`config.mk`:
```
export PLATFORM = sky130hd
export DESIGN_NAME = mem_arbiter
export DESIGN_NICKNAME = d
export VERILOG_FILES = /design/src/rtl/mem_arbiter.sv
export SDC_FILE = /design/constraint.sdc
export NUM_CORES = 1
export LEC_CHECK = 0
export CAP_MARGIN = 30
export CORE_UTILIZATION = 37
export CTS_CLUSTER_DIAMETER = 30
export CTS_CLUSTER_SIZE = 28
export DETAILED_ROUTE_END_ITERATION = 6
export PLACE_DENSITY = 0.92
export SLEW_MARGIN = 20
export SYNTH_ARGS = -nofsm -noshare
export SYNTH_HDL_FRONTEND = slang
export SYNTH_SLANG_ARGS = --single-unit
export TNS_END_PERCENT = 1
```
`constraint.sdc`:
```
create_clock -name i_clk -period 1.9 [get_ports i_clk]
set_input_delay 0.285 -clock i_clk [delete_from_list [all_inputs] [get_ports i_clk]]
set_output_delay 0.285 -clock i_clk [all_outputs]
set_load 0.01 [all_outputs]
```
`src/rtl/mem_arbiter.sv`:
```
// Two-requester memory arbiter. Requester 0 (CPU) and requester 1 (loader/DMA)
// share one registered memory port. Each grant runs a fixed four-state
// sequence IDLE -> MEM -> RESP -> DONE. The ack pulse is one cycle long and
// is high only while the FSM is in DONE.
module mem_arbiter #(
    parameter int FIXED_PRIO   = 0,  // 0: round-robin on ties, 1: m0 always wins ties
    parameter int RST_PC_OWNER = 0   // last-served owner after reset (0: m1, so m0 wins first tie)
) (
    input  logic        i_clk,
    input  logic        i_rst_n,
    input  logic        i_m0_req,
    input  logic [31:0] i_m0_addr,
    input  logic [31:0] i_m0_wrdata,
    input  logic [1:0]  i_m0_size,
    input  logic        i_m0_we,
    output logic        o_m0_ack,
    input  logic        i_m1_req,
    input  logic [31:0] i_m1_addr,
    input  logic [31:0] i_m1_wrdata,
    input  logic [1:0]  i_m1_size,
    input  logic        i_m1_we,
    output logic        o_m1_ack,
    output logic [31:0] o_rddata,
    output logic        o_busy,
    output logic [31:0] o_addr,
    output logic [31:0] o_wrdata,
    output logic [1:0]  o_size,
    output logic        o_we,
    input  logic [31:0] i_rddata
);

    typedef enum logic [1:0] {
        IDLE = 2'd0,
        MEM  = 2'd1,
        RESP = 2'd2,
        DONE = 2'd3
    } state_t;

    state_t state;
    state_t state_nxt;

    logic any_req;
    logic grant_m1;        // winner chosen this cycle if a grant is made
    logic win_m1;          // winner of the transaction in flight
    logic m0_served_last;  // 1: m0 got the most recent grant, 0: m1 did

    // Winner selection and next-state decode.
    always_comb begin
        any_req   = i_m0_req | i_m1_req;
        grant_m1  = i_m1_req & (~i_m0_req | ((FIXED_PRIO == 0) & m0_served_last));
        state_nxt = state;
        case (state)
            IDLE:    if (any_req) state_nxt = MEM;
            MEM:     state_nxt = RESP;
            RESP:    state_nxt = DONE;
            DONE:    state_nxt = IDLE;
            default: state_nxt = IDLE;
        endcase
    end

    // State register.
    always_ff @(posedge i_clk) begin
        if (!i_rst_n) state <= IDLE;
        else          state <= state_nxt;
    end

    // Memory port: loaded only on a grant; write strobe lasts exactly the MEM cycle.
    always_ff @(posedge i_clk) begin
        if (!i_rst_n) begin
            o_addr   <= 32'h0;
            o_wrdata <= 32'h0;
            o_size   <= 2'b11;
            o_we     <= 1'b1;
        end else if (state == IDLE && any_req) begin
            o_addr   <= grant_m1 ? i_m1_addr   : i_m0_addr;
            o_wrdata <= grant_m1 ? i_m1_wrdata : i_m0_wrdata;
            o_size   <= grant_m1 ? i_m1_size   : i_m0_size;
            o_we     <= grant_m1 ? i_m1_we     : i_m0_we;
        end else if (state == MEM) begin
            o_we     <= 1'b1;
        end
    end

    // Winner and last-served tracking; the flag only moves when a grant is made.
    always_ff @(posedge i_clk) begin
        if (!i_rst_n) begin
            win_m1         <= 1'b0;
            m0_served_last <= (RST_PC_OWNER != 0);
        end else if (state == IDLE && any_req) begin
            win_m1         <= grant_m1;
            m0_served_last <= ~grant_m1;
        end
    end

    // Response: capture read data and raise the winner's ack for the DONE cycle.
    always_ff @(posedge i_clk) begin
        if (!i_rst_n) begin
            o_rddata <= 32'h0;
            o_m0_ack <= 1'b0;
            o_m1_ack <= 1'b0;
        end else if (state == RESP) begin
            o_rddata <= i_rddata;
            o_m0_ack <= ~win_m1;
            o_m1_ack <= win_m1;
        end else if (state == DONE) begin
            o_m0_ack <= 1'b0;
            o_m1_ack <= 1'b0;
        end
    end

    assign o_busy = (state != IDLE);

endmodule

```
==> Yosys cells after proc, flatten, opt, wreduce, memory -nomap -nowiden <==
Cells that the tools add are included.
{ "totals": {"register_bits": 105, "input_bits": 170, "word_cells": 36} }
{ "classes": {"n_eq_ne": 4, "muxes": 11, "bitwise": 6, "reduce_logical": 5} }
{ "ops": {"columns": ["operator", "count"], "rows": [
  ["2-to-1 mux 32 bit", 2],
  ["case mux 2 bit (4 select lines)", 1],
  ["2-to-1 mux 1 bit", 6],
  ["nonzero test 2 bit", 3],
  ["== test 2 bit, second input constant", 2],
  ["2-to-1 mux 2 bit", 2],
  ["NOT 1 bit", 3],
  ["== test 2 x 1 -> 1 bit, second input constant", 1],
  ["zero test 2 bit", 1],
  ["!= test 2 bit, second input constant", 1],
  ["bitwise OR 1 bit", 2],
  ["AND 1 bit", 1],
  ["logical AND 1 bit", 1]
]} }

==> Longest topological paths before layout <==
Gate-level depths: netlist of run 1.
{ "logic_depth": {"word_depth": 5, "ltp_mapped": 8, "mapped_depth_nobuf": 5} }

==> Worst setup path before layout of run 1 <==
Ideal clock, no wire load.
{ "synth_timing": {"path_type": "register to register", "start": "register state[0]", "end": "register o_addr[0]", "setup_time_ns": 0.122, "t_arrival_ns": 1.586, "setup_slack_ns": 0.193, "stages_incl_launch_ff": 8, "n_path_buf": 2, "period_less_slack_ns": 1.707, "cell_sequence": "dfxtp_1 > inv_1 > ha_1 > buf_2 > nand2_1 > clkbuf_1 > nor3_1 > a221o_1"} }
{ "synth_via": {"elab_chain_len": 2} }
{ "synth_rtl": {"columns": ["element", "line", "text"], "rows": [
  ["start: declaration", "39", "state_t state;"],
  ["start signal: assignment", "64", "else state <= state_nxt;"],
  ["zero test 2 bit", "74", "end else if (state == IDLE && any_req) begin"],
  ["logical AND 1 bit", "74", null],
  ["end signal: assignment", "75", "o_addr <= grant_m1 ? i_m1_addr : i_m0_addr;"],
  ["end: declaration", "25", "output logic [31:0] o_addr,"]
]} }
No other way between the ends.
A chain may end at the register's enable or synchronous reset.

==> Final worst setup path of run 1 <==
{ "layout_timing": {"start": "register state[0]", "end": "register o_wrdata[0]"} }
{ "layout_via": {"elab_chain_len": 2} }
{ "layout_rtl": {"columns": ["element", "line", "text"], "rows": [
  ["zero test 2 bit", "74", null],
  ["logical AND 1 bit", "74", null],
  ["end signal: assignment", "76", "o_wrdata <= grant_m1 ? i_m1_wrdata : i_m0_wrdata;"],
  ["end: declaration", "26", "output logic [31:0] o_wrdata,"]
]} }
No other way between the ends.

==> results.md, run 1 <==
- Outcome: finished, violations left
- Violated checks: design-rule violations
- Gr usage total: 23.5%
- DRC: 2
- Unrepaired setup endpoints after global routing: yes
- Dpl hpwl: 10.9 mm
- Compound-Gate Fraction of Synth Area: 16.7%
- Hold Crit Start: i_rst_n
- Area leader, netlist: dfxtp_1
- Final Net Count: 881
- Die area: 12200 um^2
- Worst hold endpoint: o_size[0]
- Multi-input logic area: 1950 um^2
- Sequential Area: 2100 um^2
- CP startpoint kind: flip-flop
- Setup CP Type: reg2reg
- Crit. End Element: flip-flop
- CP Launch Point: state[0]
- CTS tree: done
- Synth top area cells: dfxtp_1, a221o_1, mux2i_1
- Synth Warn #: 0
- Clock Root Buffer: clkbuf_16
- Vias in the first global route: 4624
- Worst Setup Slack, final: 0.0691 ns
- DRT iter0 DRCs: 331
- WL per Instance: 17.4 um
- Reg-to-reg startpoint: state[0]
- # diodes: 0
- Post-Synth Adder-Cell Area: 1.44%
- Syn_nets: 629
- Synth Area in XOR/XNOR: 0%
- Critical Path Max Stage Delay: 0.71 ns
- Count of pins over their slew limit: 0
- Sequential-to-total area share from yosys stat: 48.5%
- Main combinational cell family by area after synthesis: simple AND/OR/NAND/NOR gates
- Vias/cell: 5.36
- Share of layout cells above drive strength 1: 5.63%
- Final ANT Viol Nets: 0
- Layout fillers: 900
- Ys async rst share: 0%
- Final hold violations: 0
- IO Port Bufs: 271
- Final setup vio count: 0
- Portion of netlist area occupied by mux cells: 7.62%
- Clk_lat worst skew: 0.34 ns
- Clock transition at path regs: 0.07 ns
- Synth cell types: 28
- Final min period: 1.83 ns
- Die Ht: 110 um
- Worst-path cell chain: inv_1 -> ha_2 -> and4_4 -> a221o_1
- Post-Syn Area: 4340 um^2
- Flop2flop setup slack: 0.07 ns
- Cts bufs inserted: 9
- P_leak: 2.79 nW
- Cell Rows: 39
- Worst EP required: 2.18 ns
- Clock Tree Buf Depth: 2
- Core box area: 11400 um^2
- Post-CTS Hold Fix Bufs: 0
- DRT Pass-1 Iters: 7
- Routed wire length: 14.9 mm
- Initial antenna violation count: 0
- Area Growth Syn to Fin: 71.4%
- Final Cycle Share: 96.4%
- Crit path max fanout: 64
- Worst Path Buf+Inv: 1
- F_max: 0.546 GHz
- Post-synthesis register bit count: 105
- Worst Hold Class: in2reg
- Relative slew margins: 50.6%
- R2r endpoint: o_wrdata[0]
- Peak supply drop: 0.000671 V
- Power Density: 1150 nW/um^2
- Die Wd: 110 um
- Total number of vias: 4578
- Slowest-stage cell, CP: and4_4
- Mean Syn Cell Area: 9.55 um^2
- Crit path max-delay family: simple AND/OR/NAND/NOR gates
- Worst Tran Pin Value: 0.742 ns
- Initial Util: 38.0%
- H-Tree Level Count: 3
- Post-layout util: 65.1%
- Simple-Gate Fraction of Synth Area: 18.9%
- Critical Path AT: 2.11 ns
- Clock sink total: 105
- First-pass GRT wire length: 22.1 mm
- Worst Hold Depth: 2
- R2R depth: 4
- Largest net degree at the start of global routing: 65
- Area share of the largest cell type after synthesis: 48.5%
- Gate Count Post-Synth: 454
- GPL Wtd Cong: 0.801
- Synth Flop Type: dfxtp_1
- Setup slack at placement: -0.102 ns
- EDFF count, synth: 0
- Ports: 272
- Clock skew: 0.0103 ns
- GR Overflow Total: 0
- Max-Cap Viols: 0
-- worst max path at each step --
stage          cells after the start      endpoint  slack (ns)
3_5_place_dp                       4   o_wrdata[0]       -0.10
5_1_grt                            4   o_wrdata[0]     -0.0004
2_1_floorplan                      7     o_addr[0]        0.19
4_1_cts                            4   o_wrdata[0]        0.08
6_report                           4   o_wrdata[0]        0.07
3_3_place_gp                       4  o_wrdata[16]       -0.03
-- worst reg2reg max path, delay by kind of cell (launching register included) --
| family | cells | cell delay [ns] |
|---|---|---|
| AO/OA/AOI/OAI | 1 | 0.33 |
| adder cells (fa/ha/maj) | 1 | 0.26 |
| buffers and inverters | 1 | 0.11 |
| flip-flops | 1 | 0.34 |
| AND/OR/NAND/NOR | 1 | 0.71 |
-- logic make-up (layout without fill, tap and decap cells) --
family / Yosys count / count (layout)
mux: 33 / 33
simple gates: 185 / 185
compound gates: 75 / 75
fa+ha+maj: 5 / 5
flops: 105 / 105
buf+inv: 51 / 308
-- flip-flops by register name, indices dropped and copies added, names as in the netlist --
signal and flops:
o_rddata 32, o_wrdata 32, o_we 1, o_m0_ack 1
o_addr 32, o_m1_ack 1, o_size 2, m0_served_last 1
state 2, win_m1 1
-- placed cells by master, fill, tap and decap left out --
| cell type | count |
|---|---|
| and4_4 | 1 |
| nor2b_4 | 1 |
| a221o_1 | 64 |
| a32oi_1 | 3 |
| and2_2 | 1 |
| buf_2 | 1 |
| buf_12 | 7 |
| ha_1 | 3 |
| nor3b_1 | 2 |
| nand2b_1 | 1 |
| nor2_1 | 39 |
| nand4_1 | 2 |
| clkinv_4 | 2 |
| buf_4 | 8 |
| a21oi_1 | 3 |
| o21ai_2 | 1 |
| dfxtp_2 | 2 |
| clkbuf_1 | 3 |
| clkinv_2 | 1 |
| nor2b_1 | 1 |
| nand3_1 | 2 |
| ha_2 | 2 |
| a22oi_1 | 1 |
| a32o_1 | 1 |
| clkbuf_16 | 9 |
| clkinvlp_4 | 1 |
| dlygate4sd2_1 | 1 |
| a211oi_1 | 2 |
| mux2i_1 | 33 |
| or3b_2 | 1 |
| and2_1 | 1 |
| clkdlybuf4s50_1 | 269 |
| nand2_1 | 65 |
| inv_1 | 6 |
| nor3_1 | 66 |
| nand2_2 | 2 |
| dfxtp_1 | 103 |
-- synth_stat cells, types with 5 or more instances --
library cell  count
dfxtp_1         105
nand2_1          66
nor3_1           66
a221o_1          64
nor2_1           39
mux2i_1          33
buf_2            16
clkbuf_1         13
buf_6             8
buf_4             7
inv_1             6
ha_1              5
-- timing repair --
action	4_1_cts	5_1_grt
pin swaps	0	2
resized for setup	4	0
buffers inserted	0	0
endpoints found under the setup margin	3	3
-- per-layer routing --
metal / GRT usage [%] / up-vias / routed length (um)
li1: - / 2160 / -
met1: 24.9 / 2133 / 5420
met3: 8.76 / 41 / 1650
met2: 40.8 / 244 / 7330
met5: 0 / - / 0
met4: 11.6 / 0 / 464
-- stage by stage --
| stage | power, mW | cells | hold slack (ns) | TNS [ns] | cell area, um^2 |
|---|---|---|---|---|---|
| 4_1_cts | 8.62 | 854 | 0.239 | 0 | 7430 |
| 3_5_place_dp | 6.89 | 838 | 0.474 | -4.77 | 7160 |
| 3_3_place_gp | 6.72 | 838 | 0.467 | -1.32 | 7160 |
| 2_1_floorplan | 4.95 | 454 | 0.423 | 0 | 4340 |
| 5_1_grt | 9.03 | 854 | 0.255 | -0.000542 | 7430 |
| 6_report | 8.57 | 854 | 0.248 | 0 | 7430 |
-- report_power, final --
group / internal (mW) / total (mW) / switching, mW
sequential: 2.79 / 3.14 / 0.352
combinational: 2.06 / 3.73 / 1.66
clock: 0.894 / 1.71 / 0.815
-- layout make-up --
cell class / count / share of cell area [%]
Clock buffer: 12 / 3.18
Clock inverter: 4 / 0.404
Inverter: 6 / 0.303
Multi-Input combinational cell: 298 / 26.3
Sequential cell: 105 / 28.3
Tap cell: 143 / 2.41
Timing Repair Buffer: 286 / 39.1
(Power assumes the default switching activity.)
==> run 2, diff against run 1 <==
--- a/config.mk
+++ b/config.mk
@@ -8,7 +8,6 @@
 export CAP_MARGIN = 30
 export CORE_UTILIZATION = 37
 export CTS_CLUSTER_DIAMETER = 30
-export CTS_CLUSTER_SIZE = 28
 export DETAILED_ROUTE_END_ITERATION = 6
 export PLACE_DENSITY = 0.92
 export SLEW_MARGIN = 20
==> results of run 2 <==
Same layout as run 1: the final DEF is identical, and so are final timing and power.
==> run 3, diff against run 2 <==
--- a/config.mk
+++ b/config.mk
@@ -7,7 +7,7 @@
 export LEC_CHECK = 0
 export CAP_MARGIN = 30
 export CORE_UTILIZATION = 37
-export CTS_CLUSTER_DIAMETER = 30
+export CTS_CLUSTER_DIAMETER = 200
 export DETAILED_ROUTE_END_ITERATION = 6
 export PLACE_DENSITY = 0.92
 export SLEW_MARGIN = 20
==> results of run 3 <==
Same layout as run 1: the final DEF is identical, and so are final timing and power.
